$ cat src/rtl/uart_pixel_tx.sv
// uart_pixel_tx: pixel byte FIFO feeding an 8N1 serialiser, with frame counting.
// Optional `FRAME_HEADER_EN: each frame is preceded by SYNC_BYTE on the line.
module uart_pixel_tx #(
   parameter int         CLOCK_FREQ   = 50000000,
   parameter int         BAUD_RATE    = 115200,
   parameter int         FIFO_DEPTH   = 16,
   parameter int         FRAME_PIXELS = 76800,
   parameter logic [7:0] SYNC_BYTE    = 8'hA5
) (
   input  logic                        clk,
   input  logic                        rst,
   input  logic [7:0]                  in_data,
   input  logic                        in_valid,
   output logic                        in_ready,
   output logic                        tx,
   output logic                        busy,
   output logic [$clog2(FIFO_DEPTH):0] fifo_count,
   output logic                        overflow,
   output logic                        frame_done
);

   localparam int CPB  = CLOCK_FREQ / BAUD_RATE;
   localparam int CW   = (CPB > 1) ? $clog2(CPB) : 1;
   localparam int AW   = $clog2(FIFO_DEPTH);
   localparam int CNTW = AW + 1;
   localparam int PW   = (FRAME_PIXELS > 1) ? $clog2(FRAME_PIXELS) : 1;

   typedef enum logic [1:0] {
      IDLE,
      START,
      DATA,
      STOP
   } state_t;

   state_t state;
   state_t state_nx;

   logic [7:0]    mem [FIFO_DEPTH];
   logic [AW-1:0] wr_ptr;
   logic [AW-1:0] rd_ptr;

   logic [CW-1:0] baud_cnt;
   logic [2:0]    bit_cnt;
   logic [7:0]    shreg;

   logic [PW-1:0] pix_cnt;
   logic          cur_last;

   logic baud_done;
   logic pending;
   logic hdr_due;
   logic load;
   logic pop;
   logic push;
   logic last_pix;

   assign baud_done = (baud_cnt == CW'(CPB - 1));
   assign pending   = (fifo_count != '0);
   assign in_ready  = (fifo_count < CNTW'(FIFO_DEPTH));
   assign push      = in_valid & in_ready;
   assign last_pix  = (pix_cnt == PW'(FRAME_PIXELS - 1));

   // A new character starts from idle or straight out of a finished stop bit.
   assign load = pending &
                 ((state == IDLE) | ((state == STOP) & baud_done));

   // The header character is synthesised, so it leaves the FIFO untouched.
   assign pop = load & ~hdr_due;

`ifdef FRAME_HEADER_EN
   logic hdr_sent;

   assign hdr_due = (pix_cnt == '0) & ~hdr_sent;

   // Header is owed once per frame; re-armed when the frame's last pixel leaves.
   always_ff @(posedge clk or posedge rst) begin
      if (rst) begin
         hdr_sent <= 1'b0;
      end else if (load && hdr_due) begin
         hdr_sent <= 1'b1;
      end else if (pop && last_pix) begin
         hdr_sent <= 1'b0;
      end
   end
`else
   assign hdr_due = 1'b0;
`endif

   // FSM state register.
   always_ff @(posedge clk or posedge rst) begin
      if (rst) begin
         state <= IDLE;
      end else begin
         state <= state_nx;
      end
   end

   // FSM next-state: every bit lasts CPB cycles, stop chains into the next start.
   always_comb begin
      state_nx = state;
      unique case (state)
         IDLE: begin
            if (pending) begin
               state_nx = START;
            end
         end
         START: begin
            if (baud_done) begin
               state_nx = DATA;
            end
         end
         DATA: begin
            if (baud_done && (bit_cnt == 3'd7)) begin
               state_nx = STOP;
            end
         end
         STOP: begin
            if (baud_done) begin
               state_nx = pending ? START : IDLE;
            end
         end
      endcase
   end

   // FSM outputs: line level and busy follow the registered state directly.
   always_comb begin
      tx   = 1'b1;
      busy = (state != IDLE);
      unique case (state)
         START:   tx = 1'b0;
         DATA:    tx = shreg[0];
         default: tx = 1'b1;
      endcase
   end

   // Baud and bit counters; both rest at zero outside their phase.
   always_ff @(posedge clk or posedge rst) begin
      if (rst) begin
         baud_cnt <= '0;
         bit_cnt  <= '0;
      end else begin
         if ((state == IDLE) || baud_done) begin
            baud_cnt <= '0;
         end else begin
            baud_cnt <= baud_cnt + CW'(1);
         end
         if (state != DATA) begin
            bit_cnt <= '0;
         end else if (baud_done) begin
            bit_cnt <= bit_cnt + 3'd1;
         end
      end
   end

   // Shift register: loaded on character start, shifted LSB-first per data bit.
   always_ff @(posedge clk or posedge rst) begin
      if (rst) begin
         shreg <= 8'hFF;
      end else if (load) begin
         shreg <= hdr_due ? SYNC_BYTE : mem[rd_ptr];
      end else if ((state == DATA) && baud_done) begin
         shreg <= {1'b1, shreg[7:1]};
      end
   end

   // FIFO storage needs no reset; only pointers define its contents.
   always_ff @(posedge clk) begin
      if (push) begin
         mem[wr_ptr] <= in_data;
      end
   end

   // FIFO pointers and occupancy; simultaneous push and pop leave count alone.
   always_ff @(posedge clk or posedge rst) begin
      if (rst) begin
         wr_ptr     <= '0;
         rd_ptr     <= '0;
         fifo_count <= '0;
      end else begin
         if (push) begin
            wr_ptr <= wr_ptr + AW'(1);
         end
         if (pop) begin
            rd_ptr <= rd_ptr + AW'(1);
         end
         unique case ({push, pop})
            2'b10:   fifo_count <= fifo_count + CNTW'(1);
            2'b01:   fifo_count <= fifo_count - CNTW'(1);
            default: fifo_count <= fifo_count;
         endcase
      end
   end

   // Refused write is flagged one cycle later.
   always_ff @(posedge clk or posedge rst) begin
      if (rst) begin
         overflow <= 1'b0;
      end else begin
         overflow <= in_valid & ~in_ready;
      end
   end

   // Pixel counter: cur_last marks the in-flight character as the frame's end.
   always_ff @(posedge clk or posedge rst) begin
      if (rst) begin
         pix_cnt  <= '0;
         cur_last <= 1'b0;
      end else begin
         if (pop) begin
            pix_cnt <= last_pix ? '0 : pix_cnt + PW'(1);
         end
         if (load) begin
            cur_last <= pop & last_pix;
         end
      end
   end

   // Frame pulse when the stop bit of the frame's last pixel completes.
   always_ff @(posedge clk or posedge rst) begin
      if (rst) begin
         frame_done <= 1'b0;
      end else begin
         frame_done <= (state == STOP) & baud_done & cur_last;
      end
   end

endmodule

$ cat config.mk
export PLATFORM = sky130hd
export DESIGN_NAME = uart_pixel_tx
export DESIGN_NICKNAME = d
export VERILOG_FILES = /design/src/rtl/uart_pixel_tx.sv
export SDC_FILE = /design/constraint.sdc
export NUM_CORES = 1
export LEC_CHECK = 0
export ABC_CLOCK_PERIOD_IN_PS = 3700
export CORE_UTILIZATION = 40
export CTS_CLUSTER_DIAMETER = 50
export DETAILED_ROUTE_END_ITERATION = 8
export PLACE_DENSITY = 0.64
export SYNTH_ARGS = -nofsm -noshare
export SYNTH_HDL_FRONTEND = slang
export SYNTH_SLANG_ARGS = --single-unit
$ cat constraint.sdc
create_clock -name clk -period 3.7 [get_ports clk]
set_input_delay 0.555 -clock clk [delete_from_list [all_inputs] [get_ports clk]]
set_output_delay 0.555 -clock clk [all_outputs]
set_load 0.01 [all_outputs]
==> impl_metrics.env <==
export IMPL_htree_levels=4
export IMPL_synthTopCellsByArea="edfxtp_1 (49%), dfrtp_1 (15%), mux4_2 (9.2%), ha_1 (2.9%), dfstp_2 (2.7%)"
export IMPL_start_util_pct=41.3
export IMPL_clock_sinks=183
export IMPL_synth_distinct_cells=53
export IMPL_cp_cell_sequence="or2_1 -> nor4_2 -> or2_1 -> clkinv_4 -> ha_1 -> xor2_1 -> ha_1 -> a21oi_1 -> xor2_1 -> nor2_1 -> xor2_1"
export IMPL_slew_violations=0
export IMPL_r2r_cells=11
export IMPL_critPathArrivalTime_ns=3.23
export IMPL_synth_edff_count=128
export IMPL_synth_area_um2=7840
export IMPL_synth_top_area_cell="edfxtp_1"
export IMPL_finalSetupViolCount=0
export IMPL_synth_net_count=534
export IMPL_drv_cap=0
export IMPL_synth_xor_area_share_pct=2.91
export IMPL_place_congestion=0.767
export IMPL_die_w_um=142
export IMPL_end_kind="flop"
export IMPL_ir_drop_mv=0.303
export IMPL_cp_endpoint="fifo_count[2]$_DFFE_PP0P_"
export IMPL_syn_area_per_cell_um2=15.5
export IMPL_drive_gt1_share_pct=16.9
export IMPL_worst_path_most_repeated_cell="xor2_1"
export IMPL_ios=21
export IMPL_drcViolationCount=0
export IMPL_cts_clk_slew_worst_paths_ns=0.07
export IMPL_clock_latency_ns=0.44
export IMPL_synthMuxAreaShare_pct=10.7
export IMPL_crit_type="flop to flop"
export IMPL_max_stage_delay_ns=0.47
export IMPL_core_area_um2=19000
export IMPL_cts_resized=0
export IMPL_leakagePower_nw=3.21
export IMPL_die_height_um=142
export IMPL_total_power_mw=4.70
export IMPL_cp_slowest_cell="dfrtp_1"
export IMPL_cts_tree="yes"
export IMPL_worstMarginPinSlew_ns=0.884
export IMPL_grt_pass1_vias=4337
export IMPL_hp_class="flop to flop"
export IMPL_cts_buffers=17
export IMPL_layout_commonest_cell="edfxtp_1"
export IMPL_regToRegSetupSlack_ns=0.78
export IMPL_ys_seq_elements=183
export IMPL_reg2reg_from="fifo_count[2]$_DFFE_PP0P_"
export IMPL_dpl_hpwl_um=9660
export IMPL_antennaDiodeCount=0
export IMPL_power_density_nw_per_um2=529
export IMPL_rr_endpoint="fifo_count[2]$_DFFE_PP0P_"
export IMPL_track_usage_pct=16.3
export IMPL_syn_inst=505
export IMPL_max_freq_ghz=0.342
export IMPL_synth_main_ff_cell="edfxtp_1"
export IMPL_hold_viol=0
export IMPL_routedWlPerCell_um=18.7
export IMPL_synth_fa_ha_area_share_pct=2.87
export IMPL_synth_top_family_by_area="multiplexers"
export IMPL_rsz0062_at_grt="false"
export IMPL_drt_iter0_drc=291
export IMPL_root_buffer="clkbuf_16"
export IMPL_grt_max_degree=36
export IMPL_std_cell_rows=50
export IMPL_ant_nets=0
export IMPL_tns_ns=0
export IMPL_placed_area_um2=8290
export IMPL_nets=556
export IMPL_holdBufCountCts=0
export IMPL_area_growth_pct=13.3
export IMPL_drt_total_wl_um=14900
export IMPL_grt_ovfl_total=0
export IMPL_critPathMaxFanout=35
export IMPL_postCtsSetupBuffers=0
export IMPL_outcome="finished clean"
export IMPL_clockBufferDepth=2
export IMPL_vias_per_cell=5.25
export IMPL_synth_warnings=0
export IMPL_skew_ns=0.0122
export IMPL_dr_pass1_iters=4
export IMPL_min_period_over_period_pct=78.9
export IMPL_final_cell_mix="edfxtp_1 (128), dfrtp_1 (45), nand2_1 (44), mux4_2 (32)"
export IMPL_synth_compound_area_share_pct=4.92
export IMPL_port_buffers=20
export IMPL_critPathLaunch="fifo_count[2]$_DFFE_PP0P_"
export IMPL_num_vias=4201
export IMPL_postSynth_asyncResetShare_pct=30.1
export IMPL_ys_seq_area_share_pct=66.7
export IMPL_cp_start_kind="flop"
export IMPL_relSlewSlack_pct=41.1
export IMPL_hold_slack_ns=0.479
export IMPL_nFillCells=1624
export IMPL_final_util_pct=46.9
export IMPL_final_area_um2=8880
export IMPL_critPathRequiredTime_ns=4.01
export IMPL_dieArea_um2=20200
export IMPL_yosys_area_share_simple_pct=9.50
export IMPL_synth_top_area_share_pct=49.0
export IMPL_fin_crit_ns=2.92
export IMPL_grt_antenna_before_repair=0
export IMPL_grt_pass1_wl_um=24100
[area by class of cell]
type,count,area (um2),area share [%]
clock inverter,15,171,1.93
clock buffer,17,425,4.79
sequential,183,5230,58.9
timing repair buffer,24,243,2.73
tap,260,325,3.66
multi-input combinational,286,2420,27.3
inverter,15,61.3,0.690
[critical path, delay by kind of cell, from the launching register on]
kind | cells | cell delay, ns
simple gates | 4 | 0.87
flops | 1 | 0.47
buf+inv | 1 | 0.23
xor+xnor | 3 | 0.47
compound gates | 1 | 0.16
fa+ha+maj | 2 | 0.60
[cell families (layout without fill, tap and decap cells)]
logic type / Yosys count / count (layout)
AO/OA/AOI/OAI: 61 / 61
XOR/XNOR: 26 / 26
adder cells (fa/ha/maj): 18 / 18
buffers and inverters: 36 / 71
flip-flops: 183 / 183
multiplexers: 44 / 44
AND/OR/NAND/NOR: 137 / 137
[power breakdown]
group          leakage, nW  switching (mW)  total, mW  internal, mW
Combinational         1.07           0.263      0.473         0.210
Sequential            1.85          0.0979       2.44          2.34
Clock                0.290           0.876       1.79         0.912
[flip-flops by register name, indices dropped and copies added (netlist names)]
name	count
rd_ptr	4
wr_ptr	4
frame_done	1
shreg	8
overflow	1
pix_cnt	17
fifo_count	5
state	2
mem	128
bit_cnt	3
cur_last	1
baud_cnt	9
[synthesized netlist by cell type (6+ instances only)]
cell type and instances:
xnor2_1 18, nand2_1 44, o21ai_0 15, mux4_2 32, and2_1 20, mux2i_1 11
a21oi_1 9, dfrtp_1 47, inv_1 14, clkbuf_1 6, nand3_1 9, ha_1 18
buf_2 6, o21ai_1 6, nor2_1 17, a22oi_1 17, xor2_1 8, edfxtp_1 128
nor2b_1 8, dfstp_2 8
[metrics by stage]
stage,instances,setup slack (ns)
global placement,768,0.645
floorplan,505,0.955
finish,800,0.780
CTS,800,0.731
global route,800,0.443
detailed placement,768,0.591
[worst min-delay path by stage]
stage                     slack (ns)  cells after the start                    from                      to
final                           0.48                      2    cur_last$_DFFE_PP0N_    cur_last$_DFFE_PP0N_
after global routing            0.50                      1  pix_cnt[9]$_DFFE_PP0N_  pix_cnt[9]$_DFFE_PP0N_
after CTS                       0.48                      1  pix_cnt[9]$_DFFE_PP0N_  pix_cnt[9]$_DFFE_PP0N_
after detailed placement        0.47                      2    cur_last$_DFFE_PP0N_    cur_last$_DFFE_PP0N_
after global placement          0.46                      2    cur_last$_DFFE_PP0N_    cur_last$_DFFE_PP0N_
after floorplan                 0.44                      2    cur_last$_DFFE_PP0N_    cur_last$_DFFE_PP0N_
[layer usage]
layer	vias up	GRT usage, %	wire length [um]
li1	1945	-	-
met3	17	4.00	728
met1	2134	21.9	6700
met2	105	26.1	7250
met4	0	5.43	240
met5	-	0	0
(Power assumes the default switching activity.)
==> RTL edit 1 (same flow settings) <==
The 4 states of `state_t` get a one-hot encoding in 4 bits.
--- a/src/rtl/uart_pixel_tx.sv
+++ b/src/rtl/uart_pixel_tx.sv
@@ -27,7 +27,7 @@
 
-   typedef enum logic [1:0] {
-      IDLE,
-      START,
-      DATA,
-      STOP
+   typedef enum logic [3:0] {
+      IDLE  = 4'b0001,
+      START = 4'b0010,
+      DATA  = 4'b0100,
+      STOP  = 4'b1000
    } state_t;
Check against the original RTL: no difference found for any inputs over 10 cycles, from zero or initial values and one cycle with rst high; not proved beyond that.
==> RTL edit 1 against the original RTL <==
Critical endpoint unchanged; synthesized area is 0.48% lower; largest cell class unchanged; sequential share of layout area is 0.51 points higher; sequential cell count is 2 higher; worst setup slack worse by 220 ps; routed wire length is 1.3% higher; cell area is 0.11% higher; critical path depth stayed put.
Power is not compared: it rests on default switching activity, and its combinational part moved more than twofold at a synthesized area within 25%.
==> RTL edit 1: results (changes against the original RTL) <==
leakage - 0.00308 µW
Placed Instances - 773 (was 768)
Mapped Nets - 530 (was 534)
Top Registers - mem x128, pix_cnt x17, baud_cnt x9 (unchanged)
Hold Crit Class - in -> async (was reg -> reg)
total CTS buffers - 17 (unchanged)
Longest Clk Path Bufs - 2 (unchanged)
vias in the first global route - 4356 (was 4337)
Synth cell types - 48 (was 53)
VDD IR-drop max - 329 µV
Syn Inst Count - 506 (was 505)
Post-CTS Setup Bufs - 0 (unchanged)
asr flop ratio synth - 30.8% (was 30.1%)
clock skew - 13.5 ps (was 12.2 ps)
initial antenna violation count - 0 (unchanged)
clock transition at the registers of the reported paths - 70 ps (about the same)
PortBufs - 20 (unchanged)
pre-CTS setup slack - 567 ps (was 591 ps)
post_cts resized - 0 (unchanged)
Skew-Pair Late Insertion Delay - 440 ps (about the same)
Initial Util - 41.3% (about the same)
grt met2 use - 26.9% (was 26.1%)
first-pass GRT wire length - 24.1 mm (about the same)
Tot GR Track Use - 16.4% (was 16.3%)
drt pass-1 iters - 5 (was 4)
met1 GRT Util - 22.0% (was 21.9%)
Yosys Warn Count - 0 (unchanged)
layout cells sized above 1 - 18.2% (was 16.9%)
status - completed (unchanged)
number of diodes - 0 (unchanged)
Synth area leaders - edfxtp_1 49%, dfrtp_1 15%, mux4_2 9.2% (unchanged)
Critical Path AT - 3450 ps (was 3230 ps)
via count - 4297 (was 4201)
number of synthesized flops with an enable pin - 128 (unchanged)
top sig layer - met4 (unchanged)
Final #Nets - 556 (unchanged)
initial detailed-routing violation count - 226 (was 291)
Total Wirelength - 15.1 mm (was 14.9 mm)
GRT met3 Usage - 3.54% (was 4.00%)
dpl hpwl - 9.74 mm (was 9.66 mm)
Max-Cap Viols - 0 (unchanged)
root buffer cell - clkbuf_16 (unchanged)
GP Congestion - 0.812 (was 0.767)
dpl cell area - 8280 µm² (was 8290 µm²)
Seq/Total Area, Yosys - 67.7% (was 66.7%)
via/cell ratio - 5.34 (was 5.25)
CTS HTree Levels - 4 (unchanged)
Worst-Margin Slew - 922 ps (was 884 ps)
endpoints failing setup - 0 (unchanged)
count leader, synth - edfxtp_1 (unchanged)
pin count of the biggest net entering global routing - 40 (was 36)
met2 WL - 7.53 mm (was 7.25 mm)
maximum fanout along the worst path - 28 (was 35)
wire length on met3 - 472 µm (was 728 µm)
synth cell count leaders - 128 x edfxtp_1, 48 x dfrtp_1, 39 x nor2_1 (was 128 x edfxtp_1, 47 x dfrtp_1, 44 x nand2_1)
M1 wire length - 6.99 mm (was 6.70 mm)
## RTL edit 1: final timing paths
| path | startpoint | end | slack (ps) | cells after the start |
|---|---|---|---|---|
| max in group asynchronous | rst | rd_ptr[1] | 2740 | 3 |
| worst max register to register | baud_cnt[2] | fifo_count[2] | 560 | 11 |
| worst min-delay path | rst | state[2] | 460 | 3 |
| worst max-delay path | baud_cnt[2] | fifo_count[2] | 560 | 11 |
| min in group clk | pix_cnt[6] | pix_cnt[6] | 490 | 1 |
| worst min register to register | pix_cnt[6] | pix_cnt[6] | 490 | 1 |
## RTL edit 1: worst max-delay path, stage by stage, from the launching register on
cell and delay [ps]:
dfrtp_1 430, nor4b_4 350, a31oi_1 160, or4_1 630, clkinv_8 180, ha_1 360
xor2_1 120, ha_1 220, a21oi_1 180, xor2_1 180, nor2_1 70, xor2_1 140
## RTL edit 1: logic make-up (layout without fill, tap and decap cells)
kind of cell | Yosys count | count (layout) | synth area share (%)
flops | 185 | 185 | 67.7
simple gates | 147 | 147 | 9.43
compound gates | 67 | 67 | 5.97
mux | 34 | 34 | 9.58
buf+inv | 33 | 72 | 2.20
xor+xnor | 27 | 27 | 3.03
fa+ha+maj | 13 | 13 | 2.09
## RTL edit 1: power by group
| part | leakage (µW) | switching [µW] | internal, µW |
|---|---|---|---|
| clock network | 0.000297 | 920 | 929 |
| logic | 0.000909 | 38.9 | 15.6 |
| registers | 0.00188 | 2.43 | 2220 |
| total | 0.00308 | 961 | 3160 |
## RTL edit 1: cell type report
cell class                 instances  area [µm²]
clock inverter                    15         186
inverter                          10        50.0
multi-input combinational        288        2350
timing repair buffer              30         275
fill                            1632       10000
sequential                       185        5280
tap                              260         325
clock buffer                      17         425
==> RTL edit 2 (config.mk and constraints unchanged) <==
Made on the original files. The parameter `BAUD_RATE` goes from 115200 to 460800.
--- a/src/rtl/uart_pixel_tx.sv
+++ b/src/rtl/uart_pixel_tx.sv
@@ -4,3 +4,3 @@
    parameter int         CLOCK_FREQ   = 50000000,
-   parameter int         BAUD_RATE    = 115200,
+   parameter int         BAUD_RATE    = 460800,
    parameter int         FIFO_DEPTH   = 16,
Formal check against the unedited RTL: no difference found for any inputs over 10 cycles, from zero or initial values and one cycle with rst high; that may be too few to reach the edited logic, so the function may still have changed.
==> RTL edit 2 against the original RTL <==
Final cell count fell by 1.1%; largest cell class unchanged; routed wire length fell by 2.9%; clock skew rose by 1.0 ps; worst setup slack got worse by 200 ps; critical path type unchanged; cell area fell by 0.25%; sequential cell count fell by 2; via count fell by 1.2%; total power fell by 1.8%; synthesized area barely moved.
==> RTL edit 2: results (changes against the original RTL) <==
status - completed (unchanged)
pre-CTS setup slack - 529 ps (was 591 ps)
initial detailed-routing violation count - 233 (was 291)
GP Congestion - 0.760 (was 0.767)
Critical Path AT - 3480 ps (was 3230 ps)
Syn Inst Count - 496 (was 505)
asr flop ratio synth - 29.3% (was 30.1%)
Synth area leaders - edfxtp_1 49%, dfrtp_1 14%, mux4_2 7.2% (was edfxtp_1 49%, dfrtp_1 15%, mux4_2 9.2%)
post-route insts no fill - 791 (was 800)
Mapped Nets - 525 (was 534)
Seq/Total Area, Yosys - 66.1% (was 66.7%)
Reg2Reg Launch Point - fifo_count[1] (was fifo_count[2])
Placed Instances - 759 (was 768)
Synth cell types - 57 (was 53)
XOR/XNOR share of the synthesized area - 2.68% (was 2.91%)
Total Wirelength - 14.5 mm (was 14.9 mm)
vias in the first global route - 4364 (was 4337)
worst setup margin - 585 ps (was 780 ps)
via count - 4152 (was 4201)
Top Registers - mem x128, pix_cnt x17, shreg x8 (was mem x128, pix_cnt x17, baud_cnt x9)
Tot GR Track Use - 15.8% (was 16.3%)
leakage - 0.00301 µW (was 0.00321 µW)
r2r endpoint - fifo_count[4] (was fifo_count[2])
maximum fanout along the worst path - 26 (was 35)
combinational share of power - 9.9% (was 10.1%)
post-synthesis compound-gate area fraction - 6.95% (was 4.92%)
==> RTL edit 2: layer usage <==
layer  GRT usage (%)  share of wire (%)
met1            20.3                 44
met2            26.4                 51
met3            3.58                4.0
met4            5.49                1.0
met5               0                  0
==> RTL edit 2: through the flow <==
stage,power (µW),instance area (µm²),utilization [%]
floorplan,2700,7830,-
global placement,2890,8280,43.7
detailed placement,2910,8280,43.7
CTS,4660,8860,46.7
global route,4790,8860,46.7
finish,4610,8860,46.7
==> RTL edit 2: cell type report <==
| cell class | count | area (µm²) |
|---|---|---|
| well taps | 260 | 325 |
| repair buffers | 24 | 243 |
| flip-flops and latches | 181 | 5180 |
| fillers | 1625 | 10100 |
| clock buffers | 18 | 429 |
| clock inverters | 14 | 149 |
| inverters | 16 | 62.6 |
| multi-input cells | 278 | 2470 |
